$ cat src/rtl/sm_accum_seq.sv
// ---------------------------------------------------------------------------
// sm_accum_seq
//
// Sequential accumulator for sign-magnitude words. Bit W-1 is the sign
// (1 = negative) and bits W-2:0 are the magnitude. A group of N terms
// (N = cfg_terms, where 0 encodes MAX_TERMS) is summed one term per accepted
// handshake. The result is then presented on a valid/ready output port until
// downstream takes it. Any magnitude overflow clamps to full scale and sets a
// flag that stays set for the rest of the group.
//
// Ports:
//   clk        rising-edge clock
//   rst_n      asynchronous active-low reset
//   clear      synchronous abort of the current group (returns to IDLE)
//   cfg_terms  terms per group, sampled on the first accepted term (0 = 16)
//   in_valid   a term is present on in_data
//   in_ready   the block can accept a term
//   in_data    sign-magnitude term
//   out_valid  out_data / out_sat hold a finished group result
//   out_ready  downstream accepts the result
//   out_data   sign-magnitude sum
//   out_sat    magnitude was clamped at least once during the group
// ---------------------------------------------------------------------------
module sm_accum_seq #(
    parameter int W         = 23,
    parameter int MAX_TERMS = 16
) (
    input  logic         clk,
    input  logic         rst_n,
    input  logic         clear,
    input  logic [3:0]   cfg_terms,
    input  logic         in_valid,
    output logic         in_ready,
    input  logic [W-1:0] in_data,
    output logic         out_valid,
    input  logic         out_ready,
    output logic [W-1:0] out_data,
    output logic         out_sat
);

    localparam int MW = W - 1;                   // magnitude width
    localparam int CW = $clog2(MAX_TERMS) + 1;   // wide enough to hold MAX_TERMS

    typedef enum logic [1:0] {IDLE, ACC, HOLD} state_t;

    state_t        state;
    state_t        next_state;
    logic [W-1:0]  acc;
    logic [CW-1:0] cnt;
    logic [CW-1:0] n_terms;
    logic          sat;

    logic          accept;
    logic          last_term;
    logic [CW-1:0] cfg_n;
    logic [W-1:0]  term_norm;
    logic [W-1:0]  sum_data;
    logic          sum_sat;

    // Term count requested for a new group; the 4-bit field uses 0 for the maximum.
    assign cfg_n  = (cfg_terms == 4'd0) ? CW'(MAX_TERMS) : CW'(cfg_terms);
    assign accept = in_valid && in_ready;

    // The term being accepted closes the group: on the first term this is the
    // N=1 case, and afterwards it is the term that brings the count up to N.
    always_comb begin
        last_term = 1'b0;
        if (state == IDLE) begin
            last_term = (cfg_n == CW'(1));
        end else if (state == ACC) begin
            last_term = ((cnt + CW'(1)) == n_terms);
        end
    end

    // Sign-magnitude add of accumulator and incoming term. A negative zero on
    // either side is treated as +0, so every zero result comes out as +0.
    always_comb begin
        logic [MW-1:0] mag_a;
        logic [MW-1:0] mag_b;
        logic          sign_a;
        logic          sign_b;
        logic [MW:0]   wide;

        mag_a    = acc[MW-1:0];
        mag_b    = in_data[MW-1:0];
        sign_a   = acc[W-1] & (|mag_a);
        sign_b   = in_data[W-1] & (|mag_b);
        wide     = {1'b0, mag_a} + {1'b0, mag_b};
        sum_data = '0;
        sum_sat  = 1'b0;

        term_norm = {sign_b, mag_b};

        if (sign_a == sign_b) begin
            if (wide[MW]) begin
                sum_data = {sign_a, {MW{1'b1}}};
                sum_sat  = 1'b1;
            end else begin
                sum_data = {sign_a & (|wide[MW-1:0]), wide[MW-1:0]};
            end
        end else if (mag_b > mag_a) begin
            sum_data = {sign_b, mag_b - mag_a};
        end else if (mag_a > mag_b) begin
            sum_data = {sign_a, mag_a - mag_b};
        end
    end

    // State register.
    always_ff @(posedge clk or negedge rst_n) begin
        if (!rst_n) begin
            state <= IDLE;
        end else begin
            state <= next_state;
        end
    end

    // Next-state logic. clear wins over any accept or output handshake.
    always_comb begin
        next_state = state;
        if (clear) begin
            next_state = IDLE;
        end else begin
            unique case (state)
                IDLE: if (accept) next_state = last_term ? HOLD : ACC;
                ACC:  if (accept && last_term) next_state = HOLD;
                HOLD: if (out_ready) next_state = IDLE;
                default: next_state = IDLE;
            endcase
        end
    end

    // Outputs depend only on registered state, apart from in_ready, which is
    // also held low while reset is asserted.
    always_comb begin
        in_ready  = rst_n && (state != HOLD);
        out_valid = (state == HOLD);
        out_data  = out_valid ? acc : '0;
        out_sat   = out_valid && sat;
    end

    // Datapath registers. The first term of a group loads the accumulator
    // directly and starts a fresh saturation flag. Later terms go through the
    // sign-magnitude adder.
    always_ff @(posedge clk or negedge rst_n) begin
        if (!rst_n) begin
            acc     <= '0;
            cnt     <= '0;
            n_terms <= '0;
            sat     <= 1'b0;
        end else if (clear) begin
            acc     <= '0;
            cnt     <= '0;
            n_terms <= '0;
            sat     <= 1'b0;
        end else if (accept) begin
            if (state == IDLE) begin
                acc     <= term_norm;
                cnt     <= CW'(1);
                n_terms <= cfg_n;
                sat     <= 1'b0;
            end else begin
                acc     <= sum_data;
                cnt     <= cnt + CW'(1);
                sat     <= sat | sum_sat;
            end
        end
    end

endmodule
$ cat config.mk
export PLATFORM = sky130hd
export DESIGN_NAME = sm_accum_seq
export DESIGN_NICKNAME = d
export VERILOG_FILES = /design/src/rtl/sm_accum_seq.sv
export SDC_FILE = /design/constraint.sdc
export NUM_CORES = 1
export LEC_CHECK = 0
export CORE_UTILIZATION = 55
export CTS_CLUSTER_DIAMETER = 60
export CTS_CLUSTER_SIZE = 30
export DETAILED_ROUTE_END_ITERATION = 6
export PLACE_DENSITY = 0.74
export SYNTH_ARGS = -nofsm -noshare
export SYNTH_HDL_FRONTEND = slang
export SYNTH_SLANG_ARGS = --single-unit
export TNS_END_PERCENT = 5
$ cat constraint.sdc
create_clock -name clk -period 3.54 [get_ports clk]
set_input_delay 1.062 -clock clk [delete_from_list [all_inputs] [get_ports clk]]
set_output_delay 1.062 -clock clk [all_outputs]
set_load 0.01 [all_outputs]
==> out/results.ini, run 1 <==
[status]
status=stopped before the end
failing_step=global routing (5_1_grt)
error_line=[ERROR GRT-0232] Routing congestion too high. Check the congestion heatmap in the GUI.

[cts]
cts_sinks=36
clockBufferDepth=2
cts_made_buffers=5
hold_buffers=0
htree_levels=2
root_buffer=clkbuf_8

[yosys]
synth_flop_cell=dfrtp_1
synth_cells=807
syn_nets=909
synth-seq-cells=36
yosys.area.top_type=dfrtp_1
ys_async_sr_fraction_pct=100.0
postSynthAreaPerCell_um2=7.323
synth-seq-area-share_pct=15.24
synth_area_um2=5909
synth_top_area_share_pct=15.24
synth_edf_count=0
synth_area_leaders=dfrtp_1 15%, ha_1 14%, a21oi_1 6.5%, nor2_1 4.5%, a21o_1 4.2%
netlist-cell-type-count=68
yosysWarnings=0

[placement]
hpwl_um=20360
postPlaceCellArea_um2=8427
gp_congestion=1.124
port_buffers=57
place_ws_ns=-1.373

[global_route]
grtUsageTotal_pct=82.03
grt.overflow.total=80
grt_max_degree=33

[floorplan]
ios=58
start_util_pct=56.99
die_h_um=105.7
rows=37
die_w_um=105.7

[timing]
worst-endpoint-pin-kind=register data pin
worst_endpoint=acc[22]$_DFFE_PN0P_/D

-- per-stage QoR --
stage | util (%) | hold slack, ns | std cells
2_1_floorplan | - | 0.4692 | 807
3_3_place_gp | 81.26 | 0.4860 | 1209
3_5_place_dp | 81.26 | 0.5094 | 1209
4_1_cts | 92.76 | 0.5275 | 1256
-- cells in the mapped netlist, types with 4 or more instances --
cell type	instances
o31ai_1	11
o21ai_0	37
a211oi_1	7
nor4_1	15
a31oi_1	12
nor2b_1	13
xor2_1	11
a21oi_1	77
nor2_1	71
buf_4	4
a22o_1	8
o21a_1	6
nand2b_1	9
o221ai_1	13
a21o_1	33
a221o_1	12
nand2_1	55
or2_2	6
or4_1	5
nor3_1	16
dfrtp_1	36
a311oi_1	5
nand3_1	17
xnor2_1	19
a221oi_1	12
and2_1	9
and3_1	11
inv_1	64
nand4_1	10
o21ai_1	5
o21bai_1	14
a22oi_1	14
o211ai_1	5
clkbuf_1	29
ha_1	67
buf_2	9
a211o_1	6
or3_1	6
-- per-layer routing --
metal  global-route usage, %  overflow
met1                   82.62         2
met2                   96.83        42
met3                   70.38         1
met4                   78.47        35
met5                   30.48         0
-- cells by family after synthesis --
logic type	Yosys count	share of synthesized area (%)
compound gates	309	36.44
xor+xnor	30	4.446
fa+ha+maj	70	15.20
buf+inv	111	7.749
flops	36	15.24
mux	1	0.1905
simple gates	250	20.73
-- repair_timing --
| action | in CTS |
|---|---|
| pin swaps | 70 |
| resized for setup | 208 |
| setup endpoints to repair | 24 |
| setup buffers | 41 |
| cloned | 0 |
==> run 2, diff against run 1 <==
==> config.mk (replaced) <==
export PLATFORM = sky130hd
export DESIGN_NAME = sm_accum_seq
export DESIGN_NICKNAME = d
export VERILOG_FILES = /design/src/rtl/sm_accum_seq.sv
export SDC_FILE = /design/constraint.sdc
export NUM_CORES = 1
export LEC_CHECK = 0
export CORE_UTILIZATION = 40
export DETAILED_ROUTE_END_ITERATION = 6
export PLACE_DENSITY_LB_ADDON = 0.15
export SYNTH_ARGS = -nofsm -noshare
export SYNTH_HDL_FRONTEND = slang
export SYNTH_SLANG_ARGS = --single-unit
export TNS_END_PERCENT = 5
==> run 2 against run 1 <==
Net effect: the flow now finishes, with violations (negative setup slack); synthesized cell count did not move; area after synthesis did not move.
==> out/results.ini, run 2 <==
[drt]
drt.antenna.violating_nets=0
drt_iter0_markers=610
post_drt_via_cell_ratio=6.035
dr.pass1.iters=5
drc_errors=0
vias=7948
wl_um=29070
routedWlPerCell_um=22.07

[layout]
layout_common_cells=276 x buf_4, 70 x a21oi_1, 66 x nor2_1, 48 x nand2_1, 43 x inv_1
fin_area_um2=10090
regMostFlops=acc
final_common_cell=buf_4
num_antenna_cells=0
largest_register_ffs=23
fin_nets=1234
top_regs=acc: 23 flops, cnt: 5 flops, n_terms: 5 flops
area_delta_synth_final_pct=70.78
layout-drive-gt1-share_pct=42.10
fillers=1230

[global_route]
busiest_layer=met2
grt_max_degree=35
use_met2_pct=61.91
grt_pass1_wl_um=44150
grt_pass1_vias=7971
grt_util_met1_pct=50.21
antenna_found_initial=0
grt.overflow.total=0
met3_usage_pct=8.810
grtUsageTotal_pct=39.19

[worst_setup_path]
cp_max_fo=5
required_ns=3.72
cp_top_family=compound AO/OA/AOI/OAI gates
crit_chain=clkdlybuf4s15_2 > buf_4 > ha_2 > a211oi_2 > o211ai_1 > a221oi_2 > buf_4 > o2111ai_4 > nor3b_4 > o211ai_1 > nor4_4 > buf_4 > o22ai_2
crit_path_frequent_cell=buf_4
crit_arrival_ns=4.05
cp_num_buf_inv=4
slowest_stage=nor4_4
startpoint_type=input port
path_class=in -> reg
reg2regPathDepth=12
r2r_end=acc[22]
max_stage_delay_ns=0.37
r2r-start=acc[7]
end_kind=flip-flop
setup.worst_path.start=in_data[11]
r2r_slack_ns=-0.02

[yosys]
synth_cells=807  ; unchanged
synth_area_um2=5909  ; unchanged
synth-seq-area-share_pct=15.24  ; unchanged
postSynthAreaPerCell_um2=7.323  ; unchanged
synth_flop_cell=dfrtp_1
synth_area_leaders=dfrtp_1 15%, ha_1 14%, a21oi_1 6.5%, nor2_1 4.5%, a21o_1 4.2%
synth_edf_count=0  ; unchanged
synth.top_cells.by_count=77 x a21oi_1, 71 x nor2_1, 67 x ha_1, 64 x inv_1, 55 x nand2_1
yosys.area.top_type=dfrtp_1
synth-seq-cells=36  ; unchanged
yosysWarnings=0  ; unchanged
netlist-cell-type-count=68  ; unchanged
ys_async_sr_fraction_pct=100.0  ; unchanged
synth_top_area_share_pct=15.24  ; unchanged
synth_most_common_cell=a21oi_1
syn_nets=909  ; unchanged

[placement]
port_buffers=57  ; unchanged
hpwl_um=22300  ; +9.5%
place_ws_ns=-1.804  ; -0.4312 ns
gp_congestion=1.008  ; -10%
postPlaceCellArea_um2=8610  ; +2.2%

[floorplan]
start_util_pct=40.81  ; -16 points
die_w_um=123.5  ; +17%
rows=44  ; +19%
die_h_um=123.5  ; +17%
core-area_um2=14480
dieArea_um2=15260
ios=58  ; unchanged

[power]
p_int_mw=2.058
clkPwrFrac_pct=12.9
powerDensity_nw_per_um2=376.0
power.total_mw=3.795
power_frac_seq_pct=14.4
pwr-share-comb_pct=72.8
peakVddDrop_mv=0.2716
p_leak_nw=4.578
switching_share_pct=45.78
switching_power_mw=1.737

[timing]
hold_violations=0
fin_crit_sh_pct=109.5
slew_viol_final=0
relSlewSlack_pct=58.81
fin_ws_ns=-0.3377
timing.hold.ws_ns=0.5165
min_period_ns=3.878
setup_viol=22
fmax_mhz=257.9
fin_worst_skew_ns=0.004683
worst_pin_slew_ns=0.6131
rsz0062_at_grt=yes

[cts]
cts_made_buffers=5  ; unchanged
htree_levels=2  ; unchanged
cts_tree=done
clockBufferDepth=2  ; unchanged
clk_latency_ns=0.30
root_buffer=clkbuf_16
cts_sinks=36  ; unchanged
path_clk_slew_ns=0.07

[min_path]
hold_end=cnt[4]
holdCritStartpoint=cnt[4]
holdPathStages=2
hold_path_class=reg -> reg

[status]
status=finished, violations left
violations=negative setup slack

[run]
cap_violations=0

run 2: logic make-up after synthesis:
kind of cell	after synthesis	share of synthesized area, %
AO/OA/AOI/OAI	309	36.44
XOR/XNOR	30	4.446
adder cells (fa/ha/maj)	70	15.20
buffers and inverters	111	7.749
flip-flops	36	15.24
multiplexers	1	0.1905
AND/OR/NAND/NOR	250	20.73
run 2: layout make-up:
class,instances,area [um^2],area share [%]
Multi-Input combinational cell,660,5532,54.81
Timing Repair Buffer,365,3038,30.10
Clock buffer,5,125.1,1.240
Inverter,64,242.7,2.405
Clock inverter,3,23.77,0.2356
Tap cell,184,230.2,2.281
Sequential cell,36,900.9,8.926
run 2: repair_timing:
| item | in CTS | in global routing |
|---|---|---|
| buffers inserted | 31 | 8 |
| setup endpoints to repair | 24 | 24 |
| gates resized for setup | 222 | 40 |
| hold buffers | 0 | 0 |
| pin swaps | 60 | 38 |
run 2: power groups by stage:
stage	registers [mW]	clock network, mW	logic (mW)
final	0.545	0.488	2.76
after detailed placement	0.532	0	2.23
after floorplan	0.511	0	1.12
after global placement	0.531	0	2.21
after CTS	0.541	0.484	2.60
after global routing	0.553	0.501	2.93
run 2: per-layer routing:
| metal | wire length [um] | up-vias |
|---|---|---|
| met5 | 0 | - |
| met4 | 1254 | 0 |
| met3 | 2312 | 87 |
| met2 | 13300 | 382 |
| met1 | 12200 | 3837 |
| li1 | - | 3642 |
run 2: how the worst max path moves through the flow:
| stage | depth (start not counted) | to |
|---|---|---|
| finish | 13 | acc[22] |
| global route | 15 | acc[22] |
| CTS | 15 | acc[22] |
| detailed placement | 15 | acc[22] |
| global placement | 15 | acc[22] |
| floorplan | 16 | acc[9] |
run 2: through the flow:
| stage | std cells | util [%] | setup TNS [ns] |
|---|---|---|---|
| floorplan | 807 | - | -5.783 |
| global placement | 1273 | 59.46 | -22.80 |
| detailed placement | 1273 | 59.46 | -23.59 |
| CTS | 1310 | 68.11 | -4.228 |
| global route | 1317 | 69.70 | -6.131 |
| finish | 1317 | 69.70 | -3.191 |
run 2: worst register-to-register path: cells and delay by family, from the launching register on:
kind                      cells  cell delay, ns
and+or+nand+nor               4            1.38
xor gates and xnor gates      1            0.17
DFF                           1            0.46
buffers and inverters         3            0.58
AOI/OAI and AO/OA             4            0.85
(Power assumes the default switching activity.)
